**config.mk**
```make
export PLATFORM = sky130hd
export DESIGN_NAME = instr_fetch
export DESIGN_NICKNAME = d
export VERILOG_FILES = /design/src/rtl/instr_fetch.sv
export SDC_FILE = /design/constraint.sdc
export NUM_CORES = 1
export LEC_CHECK = 0
export ABC_AREA = 1
export CELL_PAD_IN_SITES_DETAIL_PLACEMENT = 1
export CELL_PAD_IN_SITES_GLOBAL_PLACEMENT = 2
export CORE_MARGIN = 2
export CORE_UTILIZATION = 29
export DETAILED_ROUTE_END_ITERATION = 10
export GPL_TIMING_DRIVEN = 0
export PLACE_DENSITY = 0.87
export SETUP_SLACK_MARGIN = 0.2
export SLEW_MARGIN = 10
export SYNTH_ARGS = -nofsm -noshare
export SYNTH_HDL_FRONTEND = slang
export SYNTH_SLANG_ARGS = --single-unit
```
**constraint.sdc**
```tcl
create_clock -name clk -period 2.09 [get_ports clk]
set_clock_uncertainty 0.15 [all_clocks]
set_input_delay 0.418 -clock clk [delete_from_list [all_inputs] [get_ports clk]]
set_output_delay 0.418 -clock clk [all_outputs]
set_load 0.01 [all_outputs]
```
**src/rtl/instr_fetch.sv**
```systemverilog
// RV32 instruction fetch stage: PC ownership, single-outstanding word fetch,
// 2-entry prefetch FIFO and registered instruction/address hand-off to decode.
module instr_fetch #(
    parameter int              XLEN         = 32,
    parameter int              IF_LEN       = 32,
    parameter logic [XLEN-1:0] RESET_VECTOR = 32'h0000_0000,
    parameter logic [IF_LEN-1:0] NOP_WORD   = 32'h0000_0013
) (
    input  logic              clk,
    input  logic              rst_n,
    input  logic              clk_en,
    input  logic              i_busy,
    output logic              o_busy,
    input  logic              i_flush,
    input  logic [XLEN-1:0]   i_target,
    output logic              o_req,
    output logic [XLEN-1:0]   o_addr,
    input  logic              i_ack,
    input  logic [IF_LEN-1:0] i_rdata,
    input  logic              i_err,
    output logic [IF_LEN-1:0] instruction,
    output logic [XLEN-1:0]   o_address,
    output logic              o_valid,
    output logic              o_fault
);

    typedef enum logic [1:0] {
        REQ  = 2'd0,
        FULL = 2'd1,
        DROP = 2'd2,
        HALT = 2'd3
    } state_t;

    localparam logic [XLEN-1:0] RESET_PC = {RESET_VECTOR[XLEN-1:2], 2'b00};
    localparam logic [XLEN-1:0] PC_STEP  = {{(XLEN-3){1'b0}}, 3'b100};

    state_t            state_r;
    logic [XLEN-1:0]   pc_r;
    logic [1:0]        count_r;
    logic              rd_ptr_r;
    logic              wr_ptr_r;
    logic [IF_LEN-1:0] fifo_data_r [2];
    logic [XLEN-1:0]   fifo_addr_r [2];
    logic              fifo_err_r  [2];

    logic              ack_s;
    logic              push_s;
    logic              take_s;
    logic [1:0]        count_next_s;
    logic [XLEN-1:0]   pc_inc_s;
    logic [XLEN-1:0]   target_s;
    logic              unused_s;

    assign unused_s = ^i_target[1:0];
    assign o_busy   = i_busy | (count_r == 2'd2);

    // Handshake qualification and FIFO occupancy after this edge
    always_comb begin
        ack_s        = clk_en & i_ack & o_req;
        push_s       = ack_s & ~i_flush & (state_r == REQ);
        take_s       = clk_en & ~i_busy & ~i_flush & (count_r != 2'd0);
        count_next_s = count_r + {1'b0, push_s} - {1'b0, take_s};
        pc_inc_s     = pc_r + PC_STEP;
        target_s     = {i_target[XLEN-1:2], 2'b00};
    end

    // Fetch FSM: owns PC and the memory request registers
    always_ff @(posedge clk or negedge rst_n) begin
        if (!rst_n) begin
            state_r <= REQ;
            pc_r    <= RESET_PC;
            o_req   <= 1'b0;
            o_addr  <= RESET_PC;
        end else if (clk_en) begin
            if (i_flush) begin
                pc_r <= target_s;
                // An unacked request must stay stable on the bus until its ack
                if (o_req && !ack_s) begin
                    state_r <= DROP;
                end else begin
                    state_r <= REQ;
                    o_req   <= 1'b0;
                    o_addr  <= target_s;
                end
            end else begin
                case (state_r)
                    REQ: begin
                        if (ack_s) begin
                            pc_r   <= pc_inc_s;
                            o_addr <= pc_inc_s;
                            if (i_err) begin
                                state_r <= HALT;
                                o_req   <= 1'b0;
                            end else if (count_next_s == 2'd2) begin
                                state_r <= FULL;
                                o_req   <= 1'b0;
                            end else begin
                                o_req <= 1'b1;
                            end
                        end else if (!o_req) begin
                            o_req  <= 1'b1;
                            o_addr <= pc_r;
                        end
                    end
                    FULL: begin
                        if (take_s) begin
                            state_r <= REQ;
                            o_req   <= 1'b1;
                            o_addr  <= pc_r;
                        end
                    end
                    DROP: begin
                        if (ack_s) begin
                            state_r <= REQ;
                            o_req   <= 1'b0;
                            o_addr  <= pc_r;
                        end
                    end
                    HALT: begin
                        o_req <= 1'b0;
                    end
                    default: begin
                        state_r <= REQ;
                        o_req   <= 1'b0;
                    end
                endcase
            end
        end
    end

    // Prefetch FIFO and decode-facing output registers
    always_ff @(posedge clk or negedge rst_n) begin
        if (!rst_n) begin
            count_r        <= 2'd0;
            rd_ptr_r       <= 1'b0;
            wr_ptr_r       <= 1'b0;
            fifo_data_r[0] <= NOP_WORD;
            fifo_data_r[1] <= NOP_WORD;
            fifo_addr_r[0] <= RESET_PC;
            fifo_addr_r[1] <= RESET_PC;
            fifo_err_r[0]  <= 1'b0;
            fifo_err_r[1]  <= 1'b0;
            instruction    <= NOP_WORD;
            o_address      <= {XLEN{1'b0}};
            o_valid        <= 1'b0;
            o_fault        <= 1'b0;
        end else if (clk_en) begin
            if (i_flush) begin
                count_r     <= 2'd0;
                rd_ptr_r    <= 1'b0;
                wr_ptr_r    <= 1'b0;
                instruction <= NOP_WORD;
                o_valid     <= 1'b0;
                o_fault     <= 1'b0;
            end else begin
                if (push_s) begin
                    fifo_data_r[wr_ptr_r] <= i_rdata;
                    fifo_addr_r[wr_ptr_r] <= o_addr;
                    fifo_err_r[wr_ptr_r]  <= i_err;
                    wr_ptr_r              <= ~wr_ptr_r;
                end
                // A word pushed into an empty FIFO is only visible next edge
                if (take_s) begin
                    rd_ptr_r    <= ~rd_ptr_r;
                    instruction <= fifo_err_r[rd_ptr_r] ? NOP_WORD : fifo_data_r[rd_ptr_r];
                    o_address   <= fifo_addr_r[rd_ptr_r];
                    o_fault     <= fifo_err_r[rd_ptr_r];
                    o_valid     <= 1'b1;
                end else if (!i_busy) begin
                    instruction <= NOP_WORD;
                    o_valid     <= 1'b0;
                    o_fault     <= 1'b0;
                end
                count_r <= count_next_s;
            end
        end
    end

endmodule
```
Word level (Yosys, flattened, before mapping)
Cells that the tools add are included.
{ "totals": {"register_bits": 267, "output_inout_bits": 100} }
{ "classes": {"addsub": 3, "magnitude_cmp": 3, "eq_ne": 12, "muxes": 56, "bitwise_logic": 14, "reduce_logical": 19} }
{ "op_table": {"columns": ["cell", "count"], "rows": [
  ["32-bit two-way mux", 20],
  ["64-bit bitwise mux", 2],
  ["32-bit case mux with 3 select lines", 1],
  ["32-bit by 3-bit adder with 32-bit output, second input constant", 1],
  ["32-bit demux with 1-bit select", 1],
  ["1-bit two-way mux", 20],
  ["2-bit two-way mux", 8],
  ["6-bit AND reduction", 2],
  ["2-bit nonzero test", 5],
  ["3-bit != test, second input constant", 3],
  ["3-bit AND reduction", 3],
  ["2-bit equality test, second input constant", 4],
  ["1-bit AND", 7],
  ["2-bit case mux with 3 select lines", 1],
  ["2-bit AND reduction", 3],
  ["2-bit >= comparator, second input constant", 2],
  ["4-bit by 3-bit != test with 1-bit output, second input constant", 1],
  ["4-bit != test, second input constant", 1],
  ["1-bit NOT", 4],
  ["1-bit NOT with 2-bit output", 2],
  ["1-bit case mux with 4 select lines", 1],
  ["4-bit AND reduction", 1],
  ["4-bit nonzero test", 1],
  ["3-bit by 1-bit != test with 1-bit output, second input constant", 1],
  ["other kinds (11)", 12]
]} }

Depth between registers and ports, before layout
{ "depth": {"word_depth": 12, "ltp_mapped": 18, "ltp_nobuf": 17} }

Worst setup path before layout
No wires, ideal clock.
{ "synth_timing": {"path_kind": "input -> register", "startpoint": "in clk_en", "endpoint": "reg state_r[0]", "setup_time_ns": 0.116, "t_arrival_ns": 1.931, "t_required_ns": 1.824, "setup_slack_ns": -0.107, "path_stages": 17, "path_buffers": 1, "path_cell_list": "buf_4 nand2_1 inv_2 nand2_2 inv_1 nand2_1 ha_1 inv_1 ha_1 inv_1 nand3_1 nand2_1 nand2_1 nand2_1 nand2_1 nand2_1 nand2_1"} }
{ "synth_via": {"elab_chain_len": 9} }
{ "synth_rtl": {"columns": ["item", "line", "rtl"], "rows": [
  ["start: declaration", "11", "input logic clk_en,"],
  ["1-bit AND (2 in series)", "59", "ack_s = clk_en & i_ack & o_req;"],
  ["1-bit AND (2 in series)", "60", "push_s = ack_s & ~i_flush & (state_r == REQ);"],
  ["2-bit by 1-bit adder with 2-bit output", "62", "count_next_s = count_r + {1'b0, push_s} - {1'b0, take_s};"],
  ["2-bit by 1-bit subtractor with 2-bit output", "62", null],
  ["2-bit equality test", "94", "end else if (count_next_s == 2'd2) begin"],
  ["4-bit by 3-bit != test with 1-bit output (no line)", null, null],
  ["6-bit AND reduction (no line) (*)", null, null],
  ["end signal: assignment", "70", "state_r <= REQ;"],
  ["end signal: assignment", "92", "state_r <= HALT;"],
  ["end signal: assignment", "95", "state_r <= FULL;"],
  ["end: declaration", "37", "state_t state_r;"]
]} }
Every way passes the cells marked *; elsewhere a longest branch is shown, timed or not.
A chain may end at the register's enable or synchronous reset.

Worst setup path in the final report
{ "layout_timing": {"startpoint": "reg state_r[1]", "endpoint": "reg state_r[0]"} }
{ "layout_via": {"elab_chain_len": 7} }
{ "layout_rtl": {"columns": ["item", "line", "rtl"], "rows": [
  ["start signal: assignment", "70", null],
  ["start signal: assignment", "79", "state_r <= DROP;"],
  ["start signal: assignment", "81", "state_r <= REQ;"],
  ["2-bit logical NOT", "60, 86", null],
  ["1-bit AND", "60", null],
  ["2-bit by 1-bit adder with 2-bit output", "62", null],
  ["2-bit by 1-bit subtractor with 2-bit output", "62", null],
  ["2-bit equality test", "94", null],
  ["4-bit by 3-bit != test with 1-bit output (no line)", null, null],
  ["6-bit AND reduction (no line)", null, null]
]} }
Parallel ways exist; a longest one is shown, timed or not.

==> impl_results.md <==
* Syn nets at 1635
* Rows at 75
* Area fraction of the dominant cell type after synthesis at 51.21%
* Root Buffer: clkbuf_16
* Worst r2r src: state_r[1]
* Leading area contributor after synthesis: dfrtp_1
* Final WS setup at -50.66 ps
* CP startpoint kind: flip-flop
* CP Capture Type: flip-flop
* Synth top cells by count: 529 x nand2_1, 263 x o21ai_0, 252 x dfrtp_1
* Via count at 11473
* Final wirelength at 44130 um
* Reg2reg setup slack at -50 ps
* Io pins at 171
* Die area at 0.04413 mm^2
* Sequential fraction of design power at 37.6%
* End of the critical path: state_r[0]
* Max-Cap Viols at 0
* RSZ-0062 raised after global routing: yes
* Initial cell density of the core at 29.36%
* Area delta synth->final at 37.54%
* Total Routing Usage GR at 19.89%
* Pwr/cell area at 1318 mW/mm^2
* Internal power at 13.78 mW
* Worst R2R Path Depth at 17
* Post-synth EDFFs at 0
* Synth Flop Type: dfrtp_1
* Cells after Synth at 1558
* Synth warnings at 0
* H-tree levels at 1
* Final nets at 1894
* ANT nets after route at 0
* CP Cell Sequence: inv_2 -> ha_4 -> inv_4 -> nor2_4 -> nand2_2 -> ha_4 -> inv_2 -> ha_4 -> inv_2 -> nand2_2 -> nand3_2 -> nand2_2 -> nand2_2 -> nand2_4 -> nand2_2 -> nand2_1 -> nand2_1
* Initial DRT Pass Iterations at 4
* Die extent in y at 210.1 um
* Drt wl/cell at 18.57 um
* Largest net degree at the start of global routing at 110
* Worst path top cell family by delay: simple AND/OR/NAND/NOR gates
* Comb power frac at 38.6%
* CP required at 2420 ps
* Number of port buffers at 167
* Clock group share of total power at 23.9%
* Die width at 210.1 um
* Largest cells by area after synthesis: dfrtp_1 51%, nand2_1 16%, o21ai_0 11%, inv_1 4.9%, mux2i_1 2.4%
* Sequential share of the synthesized area at 53.13%
* Antenna violations before repair at 0
* Psw at 8.552 mW
* Status: finished with violations
* Most common cell on crit path: nand2_2
* # diodes at 0
* WP buf/inv at 4
* Worst Path Class, Setup: reg2reg
* Total power at 22.33 mW
* Final Hold Fails at 0
* Total grt overflow at 0
* Sw Ratio at 38.30%
* Final instance area at 0.01694 mm^2
* Critical path fanouts, max at 4
* Vias in the first global route at 12058
* Cell variety after synth at 30
* FF-to-FF End: state_r[0]
* First-pass GRT wire length at 68760 um
* P_leak at 8.258 nW
* Slew Limit Fails at 0
* Drt initial violations at 475
* Post-Syn Area at 0.01231 mm^2
* Final setup viols at 2
* Layout cell share with drive strength beyond 1 at 18.44%
* Area after DPL at 0.01474 mm^2
* Critical Path Max Stage Delay at 400 ps
* Slew Limit Headroom at 56.22%
* Fmax at 467.1 MHz
* Vias/cell at 4.827
* Final worst-path cycle share at 102.4%
* Synthesized flop and latch total at 261
* DRC viols at 0
* Worst-skew pair later-pin latency at 590 ps
* Tmin final at 2141 ps
* CP Depth at 17
* Dpl hpwl at 30700 um
* Most common cell in the synthesized netlist: nand2_1
* Hold Path Class: in2reg
* Arr. time, crit path at 2470 ps
* Core area at 0.04195 mm^2
* Failing checks: negative setup slack
* CP max-delay cell: dfrtp_1
* CTS tree: done
* Worst setup path startpoint: state_r[1]
* Max clock buf depth at 3
* Clock sink count at 261
* Max VDD drop at 0.6663 mV
* Synth async-reset ratio at 100.0%
* Tightest Pin Transition at 656.7 ps
* Final GP Congestion at 0.8716
* Average cell area after synthesis at 7.904 um^2
* Clock transition at the registers of the reported paths at 60 ps
* Dpl ws at -853.2 ps
* Total CTS buffers at 30
## worst reg2reg max path, cell delays in order, from the launching register on
cell     delay (ps)
dfrtp_1         400
inv_2            90
ha_4            150
inv_4            40
nor2_4          130
nand2_2          80
ha_4            240
inv_2            60
ha_4            130
inv_2            40
nand2_2          70
nand3_2          70
nand2_2          60
nand2_2          60
nand2_4          90
nand2_2          60
nand2_1          70
nand2_1          50
## what timing repair did
action,4_1_cts,5_1_grt
hold buffers,2,0
resized for setup,307,184
gates cloned,5,1
endpoints found under the hold margin,64,0
setup endpoints to repair,353,239
pin swaps,24,27
buffers inserted,33,17
## metrics by stage
stage | setup TNS [ps] | std cells | util, % | hold slack [ps]
after floorplan | -76.72 | 1558 | - | -27.59
final | -85.24 | 2377 | 40.38 | 86.25
after detailed placement | -147120 | 2266 | 35.14 | 257.9
after global routing | -2761 | 2377 | 40.38 | 93.38
after global placement | -2985050 | 2264 | 35.00 | 309.8
after CTS | -410.2 | 2359 | 39.13 | 40.38
## power groups by stage
stage	sequential, mW	combinational [mW]	clock, mW
2_1_floorplan	8.24	3.92	0
3_3_place_gp	8.43	6.90	0
3_5_place_dp	8.51	7.16	0
4_1_cts	8.35	8.01	5.43
5_1_grt	8.63	9.57	5.66
6_report	8.39	8.61	5.33
## cell type report
type / instances / area (um^2)
buffer: 83 / 595.6
clock buffer: 43 / 859.6
clock inverter: 10 / 133.9
fill: 4978 / 25010
inverter: 167 / 636.9
multi-input combinational: 1047 / 5304
sequential: 261 / 6565
tap: 539 / 674.4
timing repair buffer: 226 / 2157
timing repair inverter: 1 / 11.26
## layer usage
layer | global-route usage [%] | part of all wire [%] | up-vias
met4 | 5.038 | 2.3 | 0
met5 | 0 | 0 | -
met1 | 26.50 | 45 | 5710
met2 | 34.38 | 49 | 237
li1 | - | - | 5461
met3 | 2.354 | 3.9 | 65
## state kept, by name (all words and copies together), names as in the netlist, 2 cells and up
name         flops
fifo_data_r     64
fifo_addr_r     62
instruction     32
o_addr          31
o_address       31
pc_r            30
count_r          2
fifo_err_r       2
state_r          2
## cell usage in the layout, fill, tap and decap left out, drive strengths merged, types with 7 or more instances in the layout
cell	Yosys	routed
a21oi	44	44
a22oi	8	8
buf	47	111
clkbuf	36	81
clkdlybuf4s15	0	25
clkdlybuf4s50	0	66
dfrtp	252	252
dfstp	9	9
dlygate4sd2	0	67
inv	167	168
mux2i	30	30
nand2	530	530
nand3	48	48
nor2	82	82
nor3	13	13
o21ai	270	270
xor2	7	7
## cell families after synthesis
kind of cell | Yosys count | synth area share [%]
AO/OA/AOI/OAI | 328 | 13.57
XOR/XNOR | 9 | 0.6401
adder cells (fa/ha/maj) | 6 | 0.6096
buffers and inverters | 250 | 8.240
flip-flops | 261 | 53.13
multiplexers | 30 | 2.439
AND/OR/NAND/NOR | 674 | 21.37
## how the worst min path moves through the flow
stage	end	slack (ps)	cells after the start	start
after CTS	count_r[0]	40	4	clk_en
after floorplan	count_r[0]	-30	0	rst_n
after global routing	count_r[0]	90	4	clk_en
after detailed placement	o_address[9]	260	1	rst_n
after global placement	fifo_addr_r[43]	310	2	fifo_addr_r[43]
final	count_r[0]	90	4	clk_en
(Power assumes the default switching activity.)
==> variant 1, RTL diff (same settings) <==
The parameter `XLEN` goes from 32 to 36.
--- a/src/rtl/instr_fetch.sv
+++ b/src/rtl/instr_fetch.sv
@@ -1,7 +1,7 @@
 // RV32 instruction fetch stage: PC ownership, single-outstanding word fetch,
 // 2-entry prefetch FIFO and registered instruction/address hand-off to decode.
 module instr_fetch #(
-    parameter int              XLEN         = 32,
+    parameter int              XLEN         = 36,
     parameter int              IF_LEN       = 32,
     parameter logic [XLEN-1:0] RESET_VECTOR = 32'h0000_0000,
     parameter logic [IF_LEN-1:0] NOP_WORD   = 32'h0000_0013
Interface: changed (resized i_target, o_addr and o_address); port bits go from 171 to 183. The function was not compared with the original's and may differ.
==> variant 1 against the unedited design <==
The flow still finishes with violations (setup timing); synthesized area up 8.5%; setup slack worse by 0.13 ns; hold slack worse by 0.055 ns; combinational power up 25%; wire length up 27%; core utilization up 4.0 points; design area up 19%; total power up 18%; sequential cell count up 20.
==> variant 1: results (changes against the unedited design) <==
stage	metric	value	unit	change
synth	Cells after Synth	1678		+7.7%
detailed_routing	met2 WL	29.02	mm	+34%
detailed_routing	wire length on met1	22.47	mm	+14%
detailed_routing	Avg WL per Cell	21.20	µm	+14%
min_path	Worst Hold Depth	3		-1
global_route	met2 Use GR	39.22	%	+4.8 points
cts	cts bufs inserted	35		+17%
critical_path	CP max FO	3		-1
cells_and_area	layout cells sized above 1	26.30	%	+7.9 points
power	P_leak	9.690	nW	+17%
sta	Setup violations, final	51		+49
status	status	complete, but fails checks		
global_route	grt met1 use	27.06	%	+0.55 points
synth	XOR/XNOR Fraction of Synth Area	0.7211	%	+0.081 points
cts	Worst-Skew Late Latency	0.55	ns	-0.04 ns
sta	Rel. slew slack	52.24	%	-4.0 points
critical_path	Data arrival, critical path	2.57	ns	+0.10 ns
min_path	hold path endpoint	count_r[1]		
global_route	met3 Use GR	3.159	%	+0.81 points
detailed_routing	Vias/cell	4.966		+2.9%
synth	post-synthesis compound-gate area fraction	15.27	%	+1.7 points
synth	Synth top cells by count	nand2_1 (515), o21ai_0 (298), dfrtp_1 (272)		
placement	placed instance area	16010	µm²	+8.6%
cts	post_cts resized	490		+60%
synth	synth top area cells	dfrtp_1 (51%), nand2_1 (14%), o21ai_0 (11%)		
cells_and_area	Nets	2096		+11%
cts	Post-CTS Setup Repair Bufs	57		+73%
status	failing checks	setup timing		
critical_path	Critical path origin	state_r[0]		
power	Gate power share	41.1	%	+2.5 points
global_route	pin count of the biggest net entering global routing	102		-7.3%
cells_and_area	Largest regs	fifo_addr_r x70, fifo_data_r x64		
synth	Yosys cell types	34		+13%
sta	Worst Slack Setup Final	-0.1801	ns	-0.1294 ns
[variant 1: cell types whose count changed in the layout (fill, tap and decap cells not counted), sizes merged, moves of 4 or more]
cell,change
clkinv,+4
clkdlybuf4s15,-24
o21ai,+32
nand2,-13
inv,+24
a22oi,+7
nor3,-13
dfrtp,+20
dlygate4sd2,+33
buf,+43
clkbuf,+23
nor2,+40
a21oi,+16
[variant 1: per-stage QoR]
| step | setup TNS [ns] | setup WS [ns] | hold slack [ns] |
|---|---|---|---|
| floorplan | -0.03852 | -0.02314 | -0.02759 |
| global placement | -3461.14 | -11.95 | 0.3097 |
| detailed placement | -155.45 | -0.8073 | 0.1264 |
| CTS | -1.450 | -0.1921 | 0.01019 |
| global route | -8.889 | -0.2533 | 0.03378 |
| finish | -2.297 | -0.1801 | 0.03093 |
[variant 1: critical path, cell delays in order, from the launching register on]
cell	delay, ns
dfrtp_1	0.40
inv_2	0.09
ha_4	0.15
inv_2	0.04
nor2_4	0.09
nand2_1	0.07
ha_1	0.29
inv_2	0.05
ha_4	0.15
inv_2	0.05
nand2_2	0.05
nand2_2	0.09
nor2_2	0.04
o21a_1	0.22
buf_4	0.16
nand3_2	0.05
nand2_2	0.04
[variant 1: logic make-up after synthesis]
| kind of cell | after synthesis |
|---|---|
| adder cells (fa/ha/maj) | 6 |
| XOR/XNOR | 11 |
| AND/OR/NAND/NOR | 687 |
| AO/OA/AOI/OAI | 385 |
| multiplexers | 30 |
| buffers and inverters | 278 |
| flip-flops | 281 |
[variant 1: final cells by class]
type	instances	area [µm²]
Sequential cell	281	7069
Clock buffer	50	972.2
Timing Repair Buffer	300	3227
Inverter	190	739.5
Fill cell	5239	25220
Tap cell	600	750.7
Buffer	84	945.9
Timing Repair inverter	2	22.52
Multi-Input combinational cell	1121	6259
Clock inverter	14	172.7
==> variant 2, RTL diff (config.mk and constraints unchanged) <==
Without the edit above. Add an input register stage for `i_target`, cleared by the reset; this delays it by one clock. The other inputs are not delayed to match.
--- a/src/rtl/instr_fetch.sv
+++ b/src/rtl/instr_fetch.sv
@@ -34,6 +34,16 @@
     localparam logic [XLEN-1:0] RESET_PC = {RESET_VECTOR[XLEN-1:2], 2'b00};
     localparam logic [XLEN-1:0] PC_STEP  = {{(XLEN-3){1'b0}}, 3'b100};
 
+    logic [XLEN-1:0] i_target_q;
+
+    always_ff @(posedge clk or negedge rst_n) begin
+        if (!rst_n) begin
+            i_target_q <= '0;
+        end else begin
+            i_target_q <= i_target;
+        end
+    end
+
     state_t            state_r;
     logic [XLEN-1:0]   pc_r;
     logic [1:0]        count_r;
@@ -51,7 +61,7 @@
     logic [XLEN-1:0]   target_s;
     logic              unused_s;
 
-    assign unused_s = ^i_target[1:0];
+    assign unused_s = ^i_target_q[1:0];
     assign o_busy   = i_busy | (count_r == 2'd2);
 
     // Handshake qualification and FIFO occupancy after this edge
@@ -61,7 +71,7 @@
         take_s       = clk_en & ~i_busy & ~i_flush & (count_r != 2'd0);
         count_next_s = count_r + {1'b0, push_s} - {1'b0, take_s};
         pc_inc_s     = pc_r + PC_STEP;
-        target_s     = {i_target[XLEN-1:2], 2'b00};
+        target_s     = {i_target_q[XLEN-1:2], 2'b00};
     end
 
     // Fetch FSM: owns PC and the memory request registers
Behaviour: not the same (Yosys sat finds a counterexample within 4 cycles, from zero or initial values and one cycle with rst_n low).
==> variant 2 against the unedited design <==
The run still ends with setup timing left; global-route usage down 1.2 points; total power up 0.61%; non-clock buffer count shrank 20; wire length shrank 0.27%; clock power rose by 20%; synthesized area grew 5.7%; setup slack improved by 0.024 ns; via count fell by 0.78%; maximum frequency grew 1.1%; design area grew 2.9%; core utilization shrank 0.97 points; sequential power up 6.8%; sequential share of layout area up 3.2 points; sequential cell count rose by 30; largest power group is now registers.
==> variant 2: results (changes against the unedited design) <==
stage	metric	value	unit	change
detailed_routing	met2 WL	21.60	mm	-0.25%
placement	IO Port Bufs	168		+0.60%
status	status	complete, but fails checks		
detailed_routing	Avg WL per Cell	18.09	µm	-2.6%
detailed_routing	initial DRC count	622		+31%
global_route	vias in the first global route	12250		+1.6%
sta	Setup violations, final	15		+13
cts	Max H-tree Level	2		+1
critical_path	Data arrival, critical path	2.39	ns	-0.08 ns
global_route	global-route wire length before repair	68.31	mm	-0.65%
synth	synth top area cells	dfrtp_1 (54%), nand2_1 (14%), o21ai_0 (9.8%)		
cts	clk sink count	291		+11%
cells_and_area	Nets	1891		-0.16%
placement	dpl ws	-0.9217	ns	-0.06846 ns
cells_and_area	layout cells sized above 1	14.46	%	-4.0 points
global_route	global router's overall resource usage	18.73	%	-1.2 points
sta	worst-margin pin slew	0.7989	ns	+0.1422 ns
sta	Worst Slack Setup Final	-0.02656	ns	+0.02410 ns
cells_and_area	# fillers	5242		+5.3%
cts	cts bufs inserted	36		+20%
detailed_routing	WL met3	1.962	mm	+13%
placement	DPL Wire Length	31.09	mm	+1.3%
sta	Setup TNS Final	-0.2007	ns	-0.1154 ns
detailed_routing	Vias/cell	4.679		-3.1%
synth	Synth top cells by count	nand2_1 (468), dfrtp_1 (282), o21ai_0 (254)		
critical_path	CP max FO	3		-1
status	failing checks	setup timing		
min_path	worst hold path type	in -> reg		
critical_path	CP delay by family, top	adder cells		
cts	Worst-Skew Late Latency	0.55	ns	-0.04 ns
synth	Synthesized Nets	1647		+0.73%
power	P_leak	8.359	nW	+1.2%
global_route	pin count of the biggest net entering global routing	102		-7.3%
critical_path	Crit path largest cell delay	0.38	ns	-0.02 ns
==> variant 2: cell count changes after synthesis, sizes merged, moves of 2 or more <==
| cell | change |
|---|---|
| inv | +7 |
| dfrtp | +30 |
| nand2 | -62 |
| a21oi | +15 |
| clkbuf | +15 |
| nor2 | +28 |
| nand4 | +2 |
| buf | -15 |
| o21ai | +9 |
| nor3 | -13 |
| nand3 | -6 |
==> variant 2: what timing repair did <==
item	4_1_cts	5_1_grt
setup endpoints to repair	349	249
hold buffers	1	0
pin swaps	9	10
resized for setup	237	150
endpoints found under the hold margin	42	0
cloned	0	3
setup buffers	19	12
==> variant 2: per-stage QoR <==
step                      hold WS (ns)  util (%)  std cells  instance area (µm²)
after floorplan               -0.02759         -       1570                13020
after global placement          0.3093     34.93       2330                15440
after detailed placement        0.1971     35.12       2333                15530
after CTS                       0.1380     38.44       2417                17000
after global routing            0.1497     39.41       2432                17430
final                           0.1639     39.41       2433                17430
==> variant 2: logic make-up after synthesis <==
kind of cell | synth area share, %
AND/OR/NAND/NOR | 18.73
multiplexers | 2.308
flip-flops | 56.05
AO/OA/AOI/OAI | 13.84
adder cells (fa/ha/maj) | 0.5769
XOR/XNOR | 0.6058
buffers and inverters | 7.894
==> variant 2: layer usage <==
metal,GRT usage (%),vias up
li1,-,5475
met1,24.24,5603
met2,32.08,236
met3,2.903,69
met4,5.977,0
met5,0,-
==> variant 2: final cells by class <==
class                   count  area (µm²)  share of cell area [%]
clock inverters            14       180.2                   1.034
inverters                 174       673.1                   3.862
flip-flops and latches    291        7318                   41.99
repair buffers            206        1957                   11.23
diodes                      1       2.502                 0.01436
well taps                 592       740.7                   4.250
clock buffers              50        1025                   5.879
plain buffers              83       585.6                   3.360
multi-input cells        1022        4947                   28.38
==> variant 2: where the power goes <==
| part | switching [mW] | internal (mW) | total, mW | leakage, nW |
|---|---|---|---|---|
| sequential | 1.40 | 7.56 | 8.96 | 3.72 |
| combinational | 4.11 | 2.99 | 7.10 | 4.05 |
| clock | 2.48 | 3.92 | 6.40 | 0.594 |
| total | 7.99 | 14.5 | 22.5 | 8.36 |
==> variant 2: final timing paths <==
kind	start	to	slack [ns]	depth (start not counted)
worst max-delay path	state_r[1]	state_r[1]	-0.03	16
worst min-delay path	i_target[30]	i_target_q[30]	0.16	1
worst max register to register	state_r[1]	state_r[1]	-0.03	16
worst min register to register	fifo_data_r[33]	fifo_data_r[33]	0.33	2
max in group asynchronous	rst_n	instruction[23]	0.47	4
min in group asynchronous	rst_n	i_target_q[27]	0.21	2
